==> src/rtl/player_cmd_scheduler.sv <==
// Player command scheduler: turns held-key state into per-frame move and
// fire requests, tracks projectile slot occupancy and enforces a fire cooldown.
module player_cmd_scheduler #(
  parameter logic [3:0] COOLDOWN_FRAMES = 4'd8
) (
  input  logic       clk,
  input  logic       reset,
  input  logic [4:0] state,
  input  logic       frame_tick,
  output logic       mv_valid,
  output logic [1:0] mv_dx,
  output logic [1:0] mv_dy,
  input  logic       mv_ready,
  output logic       fire_valid,
  output logic [1:0] fire_slot,
  input  logic       fire_ready,
  input  logic [3:0] slot_free,
  output logic [3:0] slots_busy,
  output logic       cooldown_active,
  output logic       overrun
);

  typedef enum logic [1:0] {IDLE, MOVE_REQ, FIRE_REQ} fsm_e;

  fsm_e       fsm_q, fsm_d;
  logic       mv_valid_q, mv_valid_d;
  logic [1:0] mv_dx_q, mv_dx_d;
  logic [1:0] mv_dy_q, mv_dy_d;
  logic       fire_valid_q, fire_valid_d;
  logic [1:0] fire_slot_q, fire_slot_d;
  logic [3:0] slots_busy_q, slots_busy_d;
  logic [3:0] cooldown_q, cooldown_d;
  logic       pending_q, pending_d;
  logic       overrun_q, overrun_d;
  logic       fire_elig_q, fire_elig_d;

  logic [1:0] samp_dx, samp_dy, free_slot;
  logic       fire_elig;

  // Opposing keys cancel; the encodings are two's-complement steps.
  always_comb begin
    samp_dx = 2'b00;
    samp_dy = 2'b00;
    if (state[3] && !state[2]) samp_dx = 2'b01;
    else if (state[2] && !state[3]) samp_dx = 2'b11;
    if (state[1] && !state[0]) samp_dy = 2'b01;
    else if (state[0] && !state[1]) samp_dy = 2'b11;
  end

  always_comb begin
    free_slot = 2'd3;
    if (!slots_busy_q[0]) free_slot = 2'd0;
    else if (!slots_busy_q[1]) free_slot = 2'd1;
    else if (!slots_busy_q[2]) free_slot = 2'd2;
  end

  assign fire_elig = state[4] && (cooldown_q == 4'd0) && !(&slots_busy_q);

  always_comb begin
    fsm_d        = fsm_q;
    mv_valid_d   = mv_valid_q;
    mv_dx_d      = mv_dx_q;
    mv_dy_d      = mv_dy_q;
    fire_valid_d = fire_valid_q;
    fire_slot_d  = fire_slot_q;
    slots_busy_d = slots_busy_q & ~slot_free;
    cooldown_d   = cooldown_q;
    pending_d    = pending_q;
    overrun_d    = 1'b0;
    fire_elig_d  = fire_elig_q;

    if (frame_tick && (cooldown_q != 4'd0)) cooldown_d = cooldown_q - 4'd1;

    // Ticks arriving while busy are remembered once; a second one is dropped.
    if (frame_tick && (fsm_q != IDLE)) begin
      if (pending_q) overrun_d = 1'b1;
      else           pending_d = 1'b1;
    end

    case (fsm_q)
      IDLE: begin
        if (frame_tick || pending_q) begin
          pending_d   = 1'b0;
          fire_elig_d = fire_elig;
          if ((samp_dx != 2'b00) || (samp_dy != 2'b00)) begin
            fsm_d      = MOVE_REQ;
            mv_valid_d = 1'b1;
            mv_dx_d    = samp_dx;
            mv_dy_d    = samp_dy;
          end else if (fire_elig) begin
            fsm_d        = FIRE_REQ;
            fire_valid_d = 1'b1;
            fire_slot_d  = free_slot;
          end
        end
      end
      MOVE_REQ: begin
        if (mv_ready) begin
          mv_valid_d = 1'b0;
          mv_dx_d    = 2'b00;
          mv_dy_d    = 2'b00;
          if (fire_elig_q) begin
            fsm_d        = FIRE_REQ;
            fire_valid_d = 1'b1;
            fire_slot_d  = free_slot;
          end else begin
            fsm_d = IDLE;
          end
        end
      end
      FIRE_REQ: begin
        if (fire_ready) begin
          fire_valid_d              = 1'b0;
          slots_busy_d[fire_slot_q] = 1'b1;
          cooldown_d                = COOLDOWN_FRAMES;
          fsm_d                     = IDLE;
        end
      end
      default: fsm_d = IDLE;
    endcase
  end

  always_ff @(posedge clk) begin
    if (reset) begin
      fsm_q        <= IDLE;
      mv_valid_q   <= 1'b0;
      mv_dx_q      <= 2'b00;
      mv_dy_q      <= 2'b00;
      fire_valid_q <= 1'b0;
      fire_slot_q  <= 2'd0;
      slots_busy_q <= 4'd0;
      cooldown_q   <= 4'd0;
      pending_q    <= 1'b0;
      overrun_q    <= 1'b0;
      fire_elig_q  <= 1'b0;
    end else begin
      fsm_q        <= fsm_d;
      mv_valid_q   <= mv_valid_d;
      mv_dx_q      <= mv_dx_d;
      mv_dy_q      <= mv_dy_d;
      fire_valid_q <= fire_valid_d;
      fire_slot_q  <= fire_slot_d;
      slots_busy_q <= slots_busy_d;
      cooldown_q   <= cooldown_d;
      pending_q    <= pending_d;
      overrun_q    <= overrun_d;
      fire_elig_q  <= fire_elig_d;
    end
  end

  assign mv_valid        = mv_valid_q;
  assign mv_dx           = mv_dx_q;
  assign mv_dy           = mv_dy_q;
  assign fire_valid      = fire_valid_q;
  assign fire_slot       = fire_slot_q;
  assign slots_busy      = slots_busy_q;
  assign cooldown_active = (cooldown_q != 4'd0);
  assign overrun         = overrun_q;

endmodule
==> config.mk <==
export PLATFORM = sky130hd
export DESIGN_NAME = player_cmd_scheduler
export DESIGN_NICKNAME = d
export VERILOG_FILES = /design/src/rtl/player_cmd_scheduler.sv
export SDC_FILE = /design/constraint.sdc
export NUM_CORES = 1
export LEC_CHECK = 0
export CORE_ASPECT_RATIO = 1.25
export CORE_MARGIN = 4
export CORE_UTILIZATION = 49
export CTS_CLUSTER_SIZE = 25
export DETAILED_ROUTE_END_ITERATION = 6
export HOLD_SLACK_MARGIN = 0.1
export PLACE_DENSITY = 0.82
export SLEW_MARGIN = 10
export SYNTH_ARGS = -nofsm -noshare
export SYNTH_HDL_FRONTEND = slang
export SYNTH_SLANG_ARGS = --single-unit
==> constraint.sdc <==
create_clock -name clk -period 4.14 [get_ports clk]
set_input_delay 1.035 -clock clk [delete_from_list [all_inputs] [get_ports clk]]
set_output_delay 1.035 -clock clk [all_outputs]
set_load 0.005 [all_outputs]
==> impl_metrics.py, run 1 <==
metrics = {
    "cts": {
        "clock_path_buffers": 2,
        "clk_pin_slew_ps": 110,
        "cts_hold_buf": 0,
        "clock_sinks": 21,
        "cts_tree": "built",
        "clkLatencyLatePin_ps": 300,
        "post_cts_buffers": 0,
        "cts.repair.resized": 0,
        "cts_root_buffer": "clkbuf_4",
        "cts_buffers": 3,
        "htree_levels": 1,
    },
    "setup_path": {
        "worst-path-max-fanout": 5,
        "ff2ff_setup_slack_ps": 2440,
        "setup.worst_path.class": "flop to output port",
        "crit_path_cell_trace": "inv_1, ha_1, nor3b_2, inv_1, clkdlybuf4s50_1",
        "required_ps": 3110,
        "start_kind": "flop",
        "crit_arrival_ps": 1770,
        "crit_buf_inv": 3,
        "cp_top_family": "buffers and inverters",
        "end_kind": "output port",
        "path_common_cell": "inv_1",
        "crit_path_max_incr_delay_ps": 450,
        "cp_slowest_cell": "clkdlybuf4s50_1",
    },
    "timing": {
        "fmax_ghz": 0.357,
        "setup_viol": 0,
        "final.setup_skew_ps": 4.79,
        "finalCritPeriodShare_pct": 67.7,
        "worst_pin_slew_ps": 657,
        "hold_violations": 0,
        "holdWs_ps": 459,
        "fin_tns_setup_ps": 0,
        "period_needed_ps": 2800,
        "rsz0062_at_grt": "false",
        "drv_slew": 0,
        "slew_headroom_pct": 56.1,
    },
    "routing": {
        "finalWirelength_um": 2100,
        "wl_per_cell_um": 12.8,
        "top_layer_used": "met4",
        "drtIter0Drc": 10,
        "drt-met1-wl_um": 870,
        "first_pass_iters": 4,
        "vias": 909,
        "wl_met3_um": 104,
        "via_per_inst": 5.54,
        "ant_nets": 0,
        "wl_met2_um": 1100,
        "route.detailed.drc": 0,
    },
    "placed_design": {
        "dp_hpwl_um": 1620,
        "numPortBuffers": 27,
        "gp_congestion": 0.753,
    },
    "final_layout": {
        "final_cell_mix": "clkdlybuf4s50_1, dfxtp_1, a21oi_1",
        "drive_gt1_share_pct": 5.52,
        "final_common_cell": "clkdlybuf4s50_1",
        "diodes": 0,
        "nets": 163,
        "synthToLayoutAreaGrowth_pct": 30.8,
    },
    "global_route": {
        "gr-total-overflow": 0,
        "grt_first_pass_wirelength_um": 3770,
        "grt_start_max_net_pins": 21,
        "grt_pass1_vias": 884,
        "grt_usage_pct": 18.0,
        "antenna_found_initial": 0,
    },
    "floorplan": {
        "initial_utilization_pct": 53.7,
        "core_area_sq_um": 1830,
        "die_area_sq_um": 2790,
        "die_y_um": 58.1,
        "die_w_um": 48.0,
        "rows": 17,
        "ios": 28,
    },
    "pwr": {
        "leakage_nw": 0.504,
        "ir_drop_mv": 0.235,
        "clkPwrFrac_pct": 18.2,
        "switching_share_pct": 31.7,
        "intPower_mw": 0.365,
        "p_seq_share_pct": 46.4,
        "power_density_nw_per_um2": 416,
        "pwr-share-comb_pct": 35.4,
        "p_sw_mw": 0.169,
    },
    "run": {
        "maxCapViolCount": 0,
    },
    "synthesis": {
        "synth_warnings": 0,
        "synthDistinctLibCells": 35,
        "syn_nets": 135,
        "synth.avg_cell_area_sq_um": 8.32,
        "syn_inst": 118,
        "syn-cell-area_sq_um": 982,
        "yosysSeqAreaShare_pct": 42.8,
        "ys_ff_latch": 21,
    },
    "hold_path": {
        "hold_path_class": "flop to flop",
    },
    "status": {
        "status": "finished clean",
    },
}
-- state kept, by name, summed over array words and instances (netlist names) --
signal / flops
mv_dx: 2
slots_busy: 4
fire_elig_q: 1
fire_valid: 1
mv_valid: 1
overrun: 1
fire_slot: 2
pending_q: 1
mv_dy: 2
cooldown_q: 4
fsm_q: 2
-- synth_stat cells (all sizes together) --
cell     number  share of area [%]
a211oi        1               0.76
a21oi        15                7.6
a32oi         1               0.89
a41o          1                1.0
and2          1               0.64
and2b         1               0.76
buf           2                1.0
clkbuf        2               0.76
dfxtp        21                 43
ha            3                3.8
inv          13                5.0
mux2          1                1.5
mux2i         1                1.0
nand2         8                3.1
nand2b        5                3.2
nand3         3                1.5
nand3b        2                1.5
nand4         2                1.3
nand4b        1               0.89
nor2         10                3.8
nor2b         2                1.3
nor3          5                3.1
nor3b         2                2.0
nor4          2                1.9
o21ai         8                4.5
o2bb2ai       1               0.89
o31a          1               0.89
or3           1               0.64
or4b          1                1.0
xnor2         1               0.89
-- stage by stage --
| step | setup WS [ps] | power (mW) | util (%) | cells | instance area, sq um |
|---|---|---|---|---|---|
| after floorplan | 2010 | 0.372 | - | 118 | 982 |
| after global placement | 1460 | 0.434 | 68.8 | 160 | 1260 |
| after CTS | 1310 | 0.539 | 70.2 | 164 | 1280 |
| after detailed placement | 1440 | 0.443 | 68.8 | 160 | 1260 |
| after global routing | 1210 | 0.576 | 70.2 | 164 | 1280 |
| final | 1340 | 0.535 | 70.2 | 164 | 1280 |
-- final timing paths --
check,startpoint,endpoint,depth (start not counted)
max,cooldown_q[0],cooldown_active,5
min,pending_q,overrun,2
min reg2reg,pending_q,overrun,2
max reg2reg,fsm_q[0],fire_slot[0],4
-- tightest hold or removal path, delay by kind of cell, from the launching register on --
family,cells,cell delay [ps]
simple gates,2,100
flops,1,330
-- power groups by stage --
stage / Combinational (mW) / Clock [mW] / Sequential (mW)
detailed placement: 0.190 / 0 / 0.253
global placement: 0.182 / 0 / 0.251
CTS: 0.192 / 0.0989 / 0.248
finish: 0.189 / 0.0971 / 0.248
global route: 0.215 / 0.108 / 0.253
floorplan: 0.127 / 0 / 0.245
-- cells by family (layout without fill, tap and decap cells) --
family,count (synthesis),in the layout,share of synthesized area [%]
xor gates and xnor gates,1,1,0.892
muxes,2,2,2.55
DFF,21,21,42.8
AOI/OAI and AO/OA,28,28,16.6
and+or+nand+nor,46,46,26.6
adders and majority gates,3,3,3.82
buffers and inverters,17,44,6.75
-- layer usage --
layer	up-vias	global-route usage (%)
met5	-	0
met4	0	5.77
met3	4	3.11
met2	20	29.3
met1	426	23.2
li1	459	-
-- layout make-up --
type	instances	area [sq um]
tap	19	23.8
timing repair buffer	27	270
clock buffer	4	26.3
inverter	13	48.8
sequential	21	420
multi-input combinational	80	495
fill	156	544
(Power assumes the default switching activity.)
==> inputs of run 2 (changes only) <==
--- a/config.mk
+++ b/config.mk
@@ -7,11 +7,11 @@
 export LEC_CHECK = 0
 export CORE_ASPECT_RATIO = 1.25
 export CORE_MARGIN = 4
-export CORE_UTILIZATION = 49
+export CORE_UTILIZATION = 46
 export CTS_CLUSTER_SIZE = 25
 export DETAILED_ROUTE_END_ITERATION = 6
 export HOLD_SLACK_MARGIN = 0.1
-export PLACE_DENSITY = 0.82
+export PLACE_DENSITY = 0.78
 export SLEW_MARGIN = 10
 export SYNTH_ARGS = -nofsm -noshare
 export SYNTH_HDL_FRONTEND = slang
==> constraint.sdc (replaced) <==
create_clock -name clk -period 2.73 [get_ports clk]
set_input_delay 0.6825 -clock clk [delete_from_list [all_inputs] [get_ports clk]]
set_output_delay 0.6825 -clock clk [all_outputs]
set_load 0.005 [all_outputs]
==> impl_metrics.py, run 2 (synthesis results as in run 1) <==
metrics = {
    "global_route": {
        "grt_pass1_vias": 875,
        "grt_start_max_net_pins": 16,
        "antenna_found_initial": 0,
        "grt_usage_pct": 15.8,
        "grt_first_pass_wirelength_um": 3530,
        "gr-total-overflow": 0,
    },
    "setup_path": {
        "setup.worst_path.class": "flop to output port",
        "end_kind": "output port",
        "worst-path-max-fanout": 5,
        "cp_top_family": "buffers and inverters",
        "start_kind": "flop",
        "crit_arrival_ps": 1750,
        "crit_path_cell_trace": "inv_1, ha_1, nor3b_2, inv_1, clkdlybuf4s50_1",
        "path_common_cell": "inv_1",
        "required_ps": 2050,
        "cp_slowest_cell": "clkdlybuf4s50_1",
        "crit_buf_inv": 3,
        "crit_path_max_incr_delay_ps": 450,
    },
    "status": {
        "status": "finished clean",
    },
    "cts": {
        "post_cts_buffers": 0,
        "cts_tree": "built",
        "clkLatencyLatePin_ps": 300,
        "cts_root_buffer": "clkbuf_4",
        "clk_pin_slew_ps": 110,
        "clock_path_buffers": 2,
        "clock_sinks": 21,
        "htree_levels": 1,
        "cts_buffers": 3,
        "cts.repair.resized": 0,
        "cts_hold_buf": 0,
    },
    "pwr": {
        "ir_drop_mv": 0.356,
        "leakage_nw": 0.509,
        "power_density_nw_per_um2": 623,
    },
    "routing": {
        "vias": 880,
        "via_per_inst": 5.30,
        "drtIter0Drc": 6,
        "wl_per_cell_um": 12.3,
        "finalWirelength_um": 2040,
        "ant_nets": 0,
        "route.detailed.drc": 0,
        "first_pass_iters": 4,
    },
    "timing": {
        "drv_slew": 0,
        "period_needed_ps": 2430,
        "worst_pin_slew_ps": 482,
        "fin_tns_setup_ps": 0,
        "setup_viol": 0,
        "finalCritPeriodShare_pct": 89.0,
        "fin_ws_ps": 301,
        "fmax_ghz": 0.412,
        "hold_violations": 0,
        "slew_headroom_pct": 67.8,
        "rsz0062_at_grt": "false",
        "final.setup_skew_ps": 2.52,
    },
    "final_layout": {
        "fin_util_pct": 64.5,
        "drive_gt1_share_pct": 6.16,
        "synthToLayoutAreaGrowth_pct": 31.7,
        "final_common_cell": "clkdlybuf4s50_1",
        "nets": 164,
        "fin_cells": 166,
        "diodes": 0,
        "final_cell_mix": "clkdlybuf4s50_1, dfxtp_1, a21oi_1",
        "fillers": 180,
    },
    "floorplan": {
        "rows": 18,
        "die_y_um": 59.7,
        "initial_utilization_pct": 49.0,
        "die_area_sq_um": 2940,
        "die_w_um": 49.3,
        "ios": 28,
        "core_area_sq_um": 2000,
    },
    "placed_design": {
        "gp_congestion": 0.749,
        "numPortBuffers": 27,
        "pre_cts_ws_ps": 380,
        "dp_hpwl_um": 1580,
        "placed_cells": 162,
    },
    "hold_path": {
        "hold_path_class": "flop to flop",
    },
    "run": {
        "maxCapViolCount": 0,
    },
}
[run 2: final timing paths]
kind | from | to | slack, ps | cells past startpoint
worst max-delay path | cooldown_q[0] | cooldown_active | 300 | 5
worst max register to register | fsm_q[0] | fire_slot[0] | 1040 | 4
worst min register to register | pending_q | overrun | 460 | 2
worst min-delay path | pending_q | overrun | 460 | 2
[run 2: metrics by stage]
| stage | instance area (sq um) | hold WS (ps) | total power [mW] |
|---|---|---|---|
| after floorplan | 982 | 421 | 0.564 |
| after global placement | 1270 | 434 | 0.659 |
| after detailed placement | 1270 | 438 | 0.669 |
| after CTS | 1290 | 457 | 0.816 |
| after global routing | 1290 | 478 | 0.861 |
| final | 1290 | 457 | 0.806 |
[run 2: routing by layer]
layer	vias to the layer above	share of wire [%]	global-route usage (%)
met4	0	2.8	11.8
li1	463	-	-
met2	19	48	27.4
met5	-	0	0
met1	394	46	17.5
met3	4	2.7	2.49
[run 2: layout make-up]
class | instances | area [sq um] | area share [%]
repair buffers | 28 | 278 | 21.5
multi-input cells | 80 | 495 | 38.3
well taps | 20 | 25.0 | 1.93
flip-flops and latches | 21 | 420 | 32.5
clock buffers | 4 | 26.3 | 2.03
inverters | 13 | 48.8 | 3.77
[run 2: power breakdown]
| part | internal (mW) | switching [mW] | leakage (nW) |
|---|---|---|---|
| Combinational | 0.155 | 0.130 | 0.323 |
| Sequential | 0.343 | 0.0328 | 0.171 |
| Clock | 0.0569 | 0.0880 | 0.0150 |
| Total | 0.555 | 0.251 | 0.509 |
[run 2: tightest hold or removal path, cell delays in order, from the launching register on]
cell and delay [ps]:
dfxtp_1 330, nand2_1 60, nor3_1 40
==> inputs of run 3 (changes only) <==
==> constraint.sdc (replaced) <==
create_clock -name clk -period 2.73 [get_ports clk]
set_input_delay 0.6825 -clock clk [delete_from_list [all_inputs] [get_ports clk]]
set_output_delay 0.6825 -clock clk [all_outputs]
set_load 0.05 [all_outputs]
==> impl_metrics.py, run 3 (synthesis results as in run 1) <==
metrics = {
    "status": {
        "status": "finished clean",
    },
    "floorplan": {
        "rows": 18,
        "core_area_sq_um": 2000,
        "die_area_sq_um": 2940,
        "die_y_um": 59.7,
        "die_w_um": 49.3,
        "ios": 28,
        "initial_utilization_pct": 49.0,
    },
    "setup_path": {
        "end_kind": "output port",
        "crit_arrival_ps": 1600,
        "required_ps": 2050,
        "setup.worst_path.class": "flop to output port",
        "worst-path-max-fanout": 5,
        "ff2ff_setup_slack_ps": 1000,
        "start_kind": "flop",
    },
    "timing": {
        "drv_slew": 0,
        "finalCritPeriodShare_pct": 83.6,
        "fin_ws_ps": 447,
        "period_needed_ps": 2280,
        "hold_violations": 0,
        "slew_headroom_pct": 66.5,
        "rsz0062_at_grt": "false",
        "final.setup_skew_ps": 9.10,
        "fin_tns_setup_ps": 0,
        "fmax_ghz": 0.438,
        "setup_viol": 0,
        "holdWs_ps": 460,
        "worst_pin_slew_ps": 501,
    },
    "final_layout": {
        "diodes": 0,
        "fillers": 186,
        "final_cell_mix": "clkdlybuf4s50_1, dfxtp_1, a21oi_1",
        "final_common_cell": "clkdlybuf4s50_1",
        "fin_util_pct": 64.7,
        "fin_cells": 166,
        "drive_gt1_share_pct": 6.85,
        "stdcell_area_sq_um": 1300,
        "synthToLayoutAreaGrowth_pct": 32.1,
        "nets": 164,
    },
    "global_route": {
        "grt_first_pass_wirelength_um": 3350,
        "antenna_found_initial": 0,
        "grt_usage_pct": 14.6,
        "grt_pass1_vias": 784,
        "grt_start_max_net_pins": 13,
        "gr-total-overflow": 0,
    },
    "pwr": {
        "switching_share_pct": 38.0,
        "p_sw_mw": 0.338,
        "finalPower_mw": 0.890,
        "clkPwrFrac_pct": 16.8,
        "leakage_nw": 0.526,
        "intPower_mw": 0.551,
        "p_seq_share_pct": 42.2,
        "power_density_nw_per_um2": 686,
        "pwr-share-comb_pct": 41.0,
        "ir_drop_mv": 0.413,
    },
    "cts": {
        "cts.repair.resized": 0,
        "cts_root_buffer": "clkbuf_4",
        "htree_levels": 1,
        "cts_hold_buf": 0,
        "cts_buffers": 3,
        "cts_tree": "built",
        "clk_pin_slew_ps": 120,
        "post_cts_buffers": 0,
        "clkLatencyLatePin_ps": 310,
        "clock_sinks": 21,
        "clock_path_buffers": 2,
    },
    "routing": {
        "vias": 910,
        "finalWirelength_um": 2060,
        "wl_per_cell_um": 12.4,
        "drtIter0Drc": 15,
        "via_per_inst": 5.48,
        "route.detailed.drc": 0,
        "ant_nets": 0,
        "first_pass_iters": 4,
    },
    "hold_path": {
        "hold_path_class": "flop to flop",
    },
    "placed_design": {
        "placed_cells": 162,
        "pre_cts_ws_ps": 396,
        "dpl_cell_area_sq_um": 1270,
        "numPortBuffers": 27,
        "dp_hpwl_um": 1570,
        "gp_congestion": 0.754,
    },
    "run": {
        "maxCapViolCount": 0,
    },
}
[run 3: worst max-delay path: stages (launching register included)]
cell and delay (ps):
dfxtp_1 370, inv_1 50, ha_1 230, nor3b_2 190
inv_1 50, dlymetal6s2s_1 400
[run 3: cell type report]
class                   instances  area, sq um  area share [%]
clock buffers                   3         22.5            1.74
flip-flops and latches         21          420            32.4
well taps                      20         25.0            1.93
inverters                      13         48.8            3.76
repair buffers                 28          280            21.6
multi-input cells              80          495            38.2
clock inverters                 1         5.00           0.386
[run 3: power groups by stage]
stage | logic, mW | registers (mW) | clock network (mW)
2_1_floorplan | 0.247 | 0.403 | 0
3_3_place_gp | 0.364 | 0.381 | 0
3_5_place_dp | 0.369 | 0.383 | 0
4_1_cts | 0.370 | 0.376 | 0.151
5_1_grt | 0.403 | 0.382 | 0.169
6_report | 0.365 | 0.376 | 0.149
[run 3: final timing paths]
check	start	to	depth (start not counted)
worst max-delay path	cooldown_q[0]	cooldown_active	5
worst min-delay path	fire_valid	fire_valid	2
worst max register to register	fsm_q[0]	fire_slot[0]	4
worst min register to register	fire_valid	fire_valid	2
[run 3: routing by layer]
metal | global-route usage (%) | up-vias | part of all wire, %
li1 | - | 466 | -
met1 | 18.7 | 417 | 46
met2 | 23.2 | 22 | 47
met3 | 2.74 | 5 | 4.3
met4 | 8.54 | 0 | 2.1
met5 | 0 | - | 0
